### src/rtl/clock_div_scheduler_if.sv
// Configuration write port for clock_div_scheduler: valid/ready request carrying
// target channel, enable flag and terminal count.
interface clock_div_scheduler_if #(
  parameter int NUM_CH      = 4,
  parameter int COUNT_WIDTH = 24
);
  localparam int CH_W = $clog2(NUM_CH);

  logic                   cfg_valid;
  logic                   cfg_ready;
  logic [CH_W-1:0]        cfg_ch;
  logic                   cfg_en;
  logic [COUNT_WIDTH-1:0] cfg_period;

  modport master (
    output cfg_valid, cfg_ch, cfg_en, cfg_period,
    input  cfg_ready
  );

  modport slave (
    input  cfg_valid, cfg_ch, cfg_en, cfg_period,
    output cfg_ready
  );
endinterface

### src/rtl/clock_div_scheduler.sv
// Multi-channel clock divider with a sequenced configuration port.
// Define CLKDIV_SCHED_SYNC_UPDATE_EN to defer re-enables of running channels to their wrap edge.
module clock_div_scheduler #(
  parameter int NUM_CH      = 4,
  parameter int COUNT_WIDTH = 24
) (
  input  logic                clk,
  input  logic                rst,
  clock_div_scheduler_if.slave cfg,
  output logic [NUM_CH-1:0]   out,
  output logic [NUM_CH-1:0]   tick
);
  localparam int CH_W = $clog2(NUM_CH);

`ifdef CLKDIV_SCHED_SYNC_UPDATE_EN
  typedef enum logic [1:0] {S_IDLE, S_APPLY, S_WAIT} state_t;
`else
  typedef enum logic {S_IDLE, S_APPLY} state_t;
`endif

  state_t                 state_q, state_d;
  logic [CH_W-1:0]        pend_ch_q, pend_ch_d;
  logic                   pend_en_q, pend_en_d;
  logic [COUNT_WIDTH-1:0] pend_period_q, pend_period_d;

  logic [NUM_CH-1:0]      en_q, en_d;
  logic [NUM_CH-1:0]      out_q, out_d;
  logic [NUM_CH-1:0]      tick_q, tick_d;
  logic [COUNT_WIDTH-1:0] period_q [NUM_CH];
  logic [COUNT_WIDTH-1:0] period_d [NUM_CH];
  logic [COUNT_WIDTH-1:0] count_q  [NUM_CH];
  logic [COUNT_WIDTH-1:0] count_d  [NUM_CH];

  assign cfg.cfg_ready = (state_q == S_IDLE);
  assign out           = out_q;
  assign tick          = tick_q;

  always_ff @(posedge clk or posedge rst) begin
    if (rst) begin
      state_q       <= S_IDLE;
      pend_ch_q     <= '0;
      pend_en_q     <= 1'b0;
      pend_period_q <= '0;
    end else begin
      state_q       <= state_d;
      pend_ch_q     <= pend_ch_d;
      pend_en_q     <= pend_en_d;
      pend_period_q <= pend_period_d;
    end
  end

  always_comb begin
    state_d       = state_q;
    pend_ch_d     = pend_ch_q;
    pend_en_d     = pend_en_q;
    pend_period_d = pend_period_q;
    case (state_q)
      S_IDLE: begin
        if (cfg.cfg_valid) begin
          pend_ch_d     = cfg.cfg_ch;
          pend_en_d     = cfg.cfg_en;
          pend_period_d = cfg.cfg_period;
`ifdef CLKDIV_SCHED_SYNC_UPDATE_EN
          if (cfg.cfg_en && en_q[cfg.cfg_ch]) state_d = S_WAIT;
          else                                state_d = S_APPLY;
`else
          state_d = S_APPLY;
`endif
        end
      end
      S_APPLY: state_d = S_IDLE;
`ifdef CLKDIV_SCHED_SYNC_UPDATE_EN
      S_WAIT: begin
        if (count_q[pend_ch_q] == period_q[pend_ch_q]) state_d = S_IDLE;
      end
`endif
      default: state_d = S_IDLE;
    endcase
  end

  always_ff @(posedge clk or posedge rst) begin
    if (rst) begin
      en_q     <= '0;
      out_q    <= '0;
      tick_q   <= '0;
      period_q <= '{default: '0};
      count_q  <= '{default: '0};
    end else begin
      en_q     <= en_d;
      out_q    <= out_d;
      tick_q   <= tick_d;
      period_q <= period_d;
      count_q  <= count_d;
    end
  end

  always_comb begin
    for (int unsigned i = 0; i < NUM_CH; i++) begin
      en_d[i]     = en_q[i];
      period_d[i] = period_q[i];
      count_d[i]  = '0;
      out_d[i]    = 1'b0;
      tick_d[i]   = 1'b0;
      if (en_q[i]) begin
        if (count_q[i] == period_q[i]) begin
          out_d[i]  = ~out_q[i];
          tick_d[i] = 1'b1;
        end else begin
          count_d[i] = count_q[i] + 1'b1;
          out_d[i]   = out_q[i];
        end
      end
    end

    // A direct write overrides the free-running update of its target only.
    if (state_q == S_APPLY) begin
      en_d[pend_ch_q]    = pend_en_q;
      count_d[pend_ch_q] = '0;
      tick_d[pend_ch_q]  = 1'b0;
      if (pend_en_q) begin
        period_d[pend_ch_q] = pend_period_q;
        out_d[pend_ch_q]    = out_q[pend_ch_q];
      end else begin
        out_d[pend_ch_q]    = 1'b0;
      end
    end

`ifdef CLKDIV_SCHED_SYNC_UPDATE_EN
    // Deferred write lands on the wrap edge, where count already returns to 0 and out toggles.
    if ((state_q == S_WAIT) && (count_q[pend_ch_q] == period_q[pend_ch_q])) begin
      period_d[pend_ch_q] = pend_period_q;
    end
`endif
  end
endmodule

### src/flat_wrapper.sv
// flat-port wrapper written by rule: the top's interface ports become plain ports
module clock_div_scheduler_flat 
#(
  parameter int NUM_CH      = 4,
  parameter int COUNT_WIDTH = 24
)
  (clk, rst, out, tick, cfg_cfg_valid, cfg_cfg_ch, cfg_cfg_en, cfg_cfg_period, cfg_cfg_ready);
  clock_div_scheduler_if #(.NUM_CH(NUM_CH), .COUNT_WIDTH(COUNT_WIDTH)) cfg_i ();
  input  logic clk;
  input  logic rst;
  output logic [NUM_CH-1:0] out;
  output logic [NUM_CH-1:0] tick;
  input wire logic [$bits(cfg_i.cfg_valid)-1:0] cfg_cfg_valid;
  input wire logic [$bits(cfg_i.cfg_ch)-1:0] cfg_cfg_ch;
  input wire logic [$bits(cfg_i.cfg_en)-1:0] cfg_cfg_en;
  input wire logic [$bits(cfg_i.cfg_period)-1:0] cfg_cfg_period;
  output wire logic [$bits(cfg_i.cfg_ready)-1:0] cfg_cfg_ready;
  assign cfg_i.cfg_valid = cfg_cfg_valid;
  assign cfg_i.cfg_ch = cfg_cfg_ch;
  assign cfg_i.cfg_en = cfg_cfg_en;
  assign cfg_i.cfg_period = cfg_cfg_period;
  assign cfg_cfg_ready = cfg_i.cfg_ready;
  clock_div_scheduler #(.NUM_CH(NUM_CH), .COUNT_WIDTH(COUNT_WIDTH)) u_core (.clk(clk), .rst(rst), .cfg(cfg_i), .out(out), .tick(tick));
endmodule
### config.mk
export PLATFORM = sky130hd
export DESIGN_NAME = clock_div_scheduler_flat
export DESIGN_NICKNAME = d
export VERILOG_FILES = /design/src/rtl/clock_div_scheduler_if.sv /design/src/rtl/clock_div_scheduler.sv /design/src/flat_wrapper.sv
export SDC_FILE = /design/constraint.sdc
export NUM_CORES = 1
export LEC_CHECK = 0
export ABC_AREA = 1
export BUFFER_PORTS_ARGS = -buffer_cell sky130_fd_sc_hd__clkbuf_2
export CAP_MARGIN = 20
export CORE_MARGIN = 5
export CORE_UTILIZATION = 40
export DETAILED_ROUTE_END_ITERATION = 8
export PLACE_DENSITY = 0.59
export SYNTH_ARGS = -nofsm -noshare
export SYNTH_HDL_FRONTEND = slang
export SYNTH_SLANG_ARGS = --single-unit
### constraint.sdc
create_clock -name clk -period 8.65 [get_ports clk]
set_input_delay 1.73 -clock clk [delete_from_list [all_inputs] [get_ports clk]]
set_output_delay 1.73 -clock clk [all_outputs]
set_load 0.005 [all_outputs]
=== After elaboration in Yosys (flattened, before gate mapping) ===
Index checks and enable logic that the tools add are counted.

* $add $sub $neg: 4
* $lt $le $gt $ge: 4
* Equal/unequal tests: 4
* Multiplexer cells: 39
* Bitwise logic cells: 11
* Reduce and logical (&&, ||, !) cells: 4

{| class="wikitable"
|+ Operator list
! cell !! count
|-
| two-way mux 24 bit || 9
|-
| adder 24 x 1 -> 24 bit (second input constant) || 4
|-
| AND 96 bit || 1
|-
| bitwise mux 96 bit || 1
|-
| == test 24 bit || 4
|-
| two-way mux 96 bit || 1
|-
| inverter 96 bit || 1
|-
| demux 24 bit (select 2 bit) || 1
|-
| two-way mux 1 bit || 19
|-
| two-way mux 4 bit || 3
|-
| AND 4 bit || 2
|-
| bitwise mux 4 bit || 2
|-
| inverter 1 bit || 5
|-
| inverter 4 bit || 1
|-
| AND reduction 2 bit || 2
|-
| >= comparator 3 bit (second input constant) || 1
|-
| < comparator 2 x 3 -> 1 bit (second input constant) || 1
|-
| < comparator 3 x 1 -> 1 bit (second input constant) || 1
|-
| inverter 2 -> 3 bit || 1
|-
| binary-select mux 1 bit (select 2 bit) || 1
|-
| demux 1 bit (select 2 bit) || 1
|-
| >= comparator 2 x 1 -> 1 bit (second input constant) || 1
|-
| logical AND 1 bit || 2
|-
| one-hot mux 1 bit (2 select lines) || 1
|}

* Bits in registers: 232
* Input bits: 30
* Output and inout port bits: 9
* Word-level logic and storage cells: 81

=== Logic depth before layout (Yosys ltp) ===
* Word-level depth: 8
* Gate-level depth with buffers: 11
* Gate-level depth less buffers: 10

=== Least setup slack after synthesis ===
OpenSTA, ideal clock, no wires.

* Path kind: input to register
* Start point: input cfg_cfg_valid
* End point: register u_core.pend_ch_q[1]
* Setup time: 0.132 ns
* Arrival time: 2.290 ns
* Required time: 8.518 ns
* Slack: 6.228 ns
* Stages: 4
* Buffers on the path: 1
* Cell sequence: nand2_1 > inv_1 > clkbuf_1 > o21ai_0

* Word-level cells in the longest chain between the ends: 1

{| class="wikitable"
|+ RTL lines
! element !! line !! source
|-
| start, declared || flat_wrapper.sv:13 || <nowiki>input wire logic [$bits(cfg_i.cfg_valid)-1:0] cfg_cfg_valid;</nowiki>
|-
| AND reduction 2 bit (no line) || -- ||
|-
| end signal, assigned || clock_div_scheduler.sv:46 || <nowiki>pend_ch_q <= pend_ch_d;</nowiki>
|-
| end, declared || clock_div_scheduler.sv:22 || <nowiki>logic [CH_W-1:0] pend_ch_q, pend_ch_d;</nowiki>
|}

No other way between the ends.
A chain may end at the register's enable or synchronous reset.

=== Worst setup path in the final report ===
* Start point: register u_core.state_q
* End point: output cfg_cfg_ready

* Word-level cells in the longest chain between the ends: 1

{| class="wikitable"
|+ RTL lines
! element !! line !! source
|-
| start, declared || clock_div_scheduler.sv:21 || <nowiki>state_t state_q, state_d;</nowiki>
|-
| start signal, assigned || clock_div_scheduler.sv:45 || <nowiki>state_q <= state_d;</nowiki>
|-
| inverter 1 bit (no line) || -- ||
|-
| end, declared || flat_wrapper.sv:17 || <nowiki>output wire logic [$bits(cfg_i.cfg_ready)-1:0] cfg_cfg_ready;</nowiki>
|}

No other way between the ends.

==> summary.txt <==
Clocking
  • CTS buffer count: 28
  • Hold-fix buffers at CTS: 0
  • H-tree depth: 1
  • Clock transition at path regs: 0.06 ns
  • Clk buf depth: 3
  • Worst skew pair latency: 0.55 ns
  • TritonCTS clock tree: yes
  • Root buf cell: clkbuf_16
  • Post-CTS sizing: 0
  • Clock Sinks: 232
  • Post CTS Setup Buffer Count: 0

Die
  • X dimension of the die: 188 um
  • Number of core rows: 65
  • Core area: 0.0315 sq mm
  • Die Y: 188 um
  • Initial Utilization: 40.4%
  • Die area: 0.0355 sq mm
  • I/O pins: 39

Power and ir drop
  • Clock share of power: 33.6%
  • Int Pwr: 0.00230 W
  • Leakage: 6.95 nW
  • Switching part of the total power: 34.3%
  • Peak supply drop: 0.155 mV
  • PD cells: 246 mW/mm^2
  • Net Sw Power: 0.00120 W
  • Seq pwr share: 42.1%
  • Combinational power share: 24.3%

Synth
  • Synth Cell Area: 0.0127 sq mm
  • Register area share after synthesis: 45.6%
  • Synth Register Bits: 232
  • Syn nets: 1857
  • Synthesis Warnings: 0
  • Distinct cells, synth: 33
  • Synthesized instance count: 1823
  • Avg Synthesized Cell Area: 6.98 sq um

Critical path
  • Crit Path Class: register to output pin
  • CP max FO: 6
  • Startpoint types: register
  • Worst reg2reg path startpoint: u_core.pend_ch_q[0]
  • Register-to-Register Setup Slack: 6.49 ns
  • Worst EP arrival: 1.28 ns
  • Slowest-stage cell, CP: dfrtp_1
  • Reg2Reg Depth: 6
  • Worst EP required: 6.92 ns
  • Crit end category: output pin
  • Slowest Stage Delay on Critical Path: 0.37 ns
  • FF-to-FF End: u_core.count_q[42]
  • CP cell instances: inv_1, clkbuf_2

Routing
  • DR vias: 10.9k
  • Final WL: 34.3 mm
  • Initial DRC Count: 701
  • Detail-routed net length per standard cell: 15.0 um
  • TritonRoute pass-1 iters: 5
  • Routed Antenna Nets: 0
  • DRC: 0
  • Vias/cell: 4.78

Timing
  • Period utilization: 34.8%
  • Worst Tran Pin Value: 0.854 ns
  • Setup WS post-layout: 5.64 ns
  • Slew HR: 43.0%
  • Setup violations, final: 0
  • Final Critical Period: 3.01 ns
  • TNS Setup: 0 ns
  • RSZ-0062 raised after global routing: false
  • F_max: 332 MHz
  • Final Hold Vio Count: 0
  • Final Max Slew Viols: 0
  • Worst Clk Skew: 0.0211 ns

Run
  • Max cap viols: 0

Cells and area
  • Fill cell count: 3226
  • Layout cells sized above 1: 7.66%
  • Final net count: 1897
  • Diode count: 0
  • Post-layout util: 45.2%
  • Final non-filler cell total: 2282
  • Most frequent cells in the layout: nand2_1, inv_1, nor2_1
  • Most common cell after layout, fill and taps aside: nand2_1
  • Area delta synth->final: 11.8%

Hold path
  • Hold endpoint: u_core.pend_en_q
  • Hold path depth: 2
  • Worst Min Path Start: u_core.pend_en_q
  • Hold Crit Class: register to register

Placement
  • Hpwl dp: 24.5 mm
  • PortBufs: 38
  • Pre-CTS setup slack: 5.17 ns
  • Routability congestion estimate: 0.864
  • Post-placement cell count: 2234

GRT
  • Largest net degree at the start of global routing: 92
  • Total global routing overflow: 0
  • First-pass GRT wire length: 55.0 mm
  • Global-route usage over all layers: 19.2%
  • Initial antenna violation count: 0
  • Vias in the first global route: 10.5k

Run status
  • Status: finished, final reports clean
[Yosys cell counts]
cell type	n	area [sq um]
clkbuf_1	17	63.8
or2_2	1	6.26
ha_1	4	50.1
nor3_2	7	70.1
nand4_1	18	113
and3_1	1	6.26
o22ai_1	1	6.26
nand3_2	9	90.1
nand3_4	1	17.5
nand3_1	44	220
inv_2	14	52.6
nor2_1	240	901
o221ai_1	1	8.76
xor2_1	46	403
nor2_4	1	11.3
clkbuf_2	1	5.00
nor3b_1	3	22.5
a21oi_1	6	30.0
nand3b_1	2	15.0
nor4_1	1	6.26
nand2_2	7	43.8
xnor2_1	12	105
dfrtp_1	232	5810
buf_6	4	45.0
nor3_4	4	65.1
nor2_2	7	43.8
inv_1	272	1020
o21ai_0	112	561
nand2_1	688	2580
buf_2	8	40.0
nor3_1	49	245
o21ai_1	4	20.0
buf_4	6	45.0
[through the flow]
step           cell area [sq um]  total power (W)  hold slack, ns
2_1_floorplan              12700          0.00210           0.449
3_3_place_gp               13300          0.00232           0.472
3_5_place_dp               13300          0.00234           0.473
4_1_cts                    14200          0.00354           0.489
5_1_grt                    14200          0.00374           0.532
6_report                   14200          0.00350           0.482
[critical path, delay by kind of cell (launching register included)]
family / cells / cell delay [ns]
buffers and inverters: 2 / 0.38
DFF: 1 / 0.37
[power by group through the flow]
stage	Sequential (W)	Clock (W)	Combinational, W
floorplan	0.00142	0	0.000682
global placement	0.00148	0	0.000838
detailed placement	0.00149	0	0.000853
CTS	0.00147	0.00121	0.000859
global route	0.00150	0.00124	0.000995
finish	0.00147	0.00118	0.000850
[state kept, by name (all words and copies together), names as in the netlist]
| name | flops |
|---|---|
| u_core.count_q | 96 |
| u_core.state_q | 1 |
| u_core.tick | 4 |
| u_core.period_q | 96 |
| u_core.pend_ch_q | 2 |
| u_core.out | 4 |
| u_core.pend_en_q | 1 |
| u_core.en_q | 4 |
| u_core.pend_period_q | 24 |
[how the worst max path moves through the flow]
stage	startpoint	end	slack, ns
finish	u_core.state_q	cfg_cfg_ready	5.64
global placement	rst	u_core.pend_period_q[0]	5.17
floorplan	rst	u_core.count_q[0]	0.56
CTS	u_core.state_q	cfg_cfg_ready	5.60
detailed placement	rst	u_core.period_q[95]	5.17
global route	u_core.state_q	cfg_cfg_ready	5.56
[cell type report]
class	instances	area [sq um]	area share (%)
Sequential cell	232	5810	40.8
Multi-Input combinational cell	1269	5650	39.7
Inverter	286	1080	7.60
Clock buffer	39	823	5.79
Tap cell	402	503	3.54
Timing Repair Buffer	46	263	1.85
Clock inverter	8	92.6	0.651
[cell families after synthesis]
logic type               share of synthesized area, %
flip-flops                                       45.6
adder cells (fa/ha/maj)                         0.393
AO/OA/AOI/OAI                                    4.92
AND/OR/NAND/NOR                                  35.1
XOR/XNOR                                         3.99
buffers and inverters                            10.0
[routing by layer]
| metal | vias to the layer above | share of wire, % | wire length, um | GRT usage, % |
|---|---|---|---|---|
| met3 | 73 | 3.2 | 1100 | 2.43 |
| met5 | - | 0 | 0 | 0 |
| li1 | 5585 | - | - | - |
| met4 | 0 | 4.1 | 1420 | 7.12 |
| met2 | 175 | 47 | 16200 | 32.6 |
| met1 | 5075 | 45 | 15600 | 25.4 |
No activity file was read; power rests on OpenSTA's default activity.
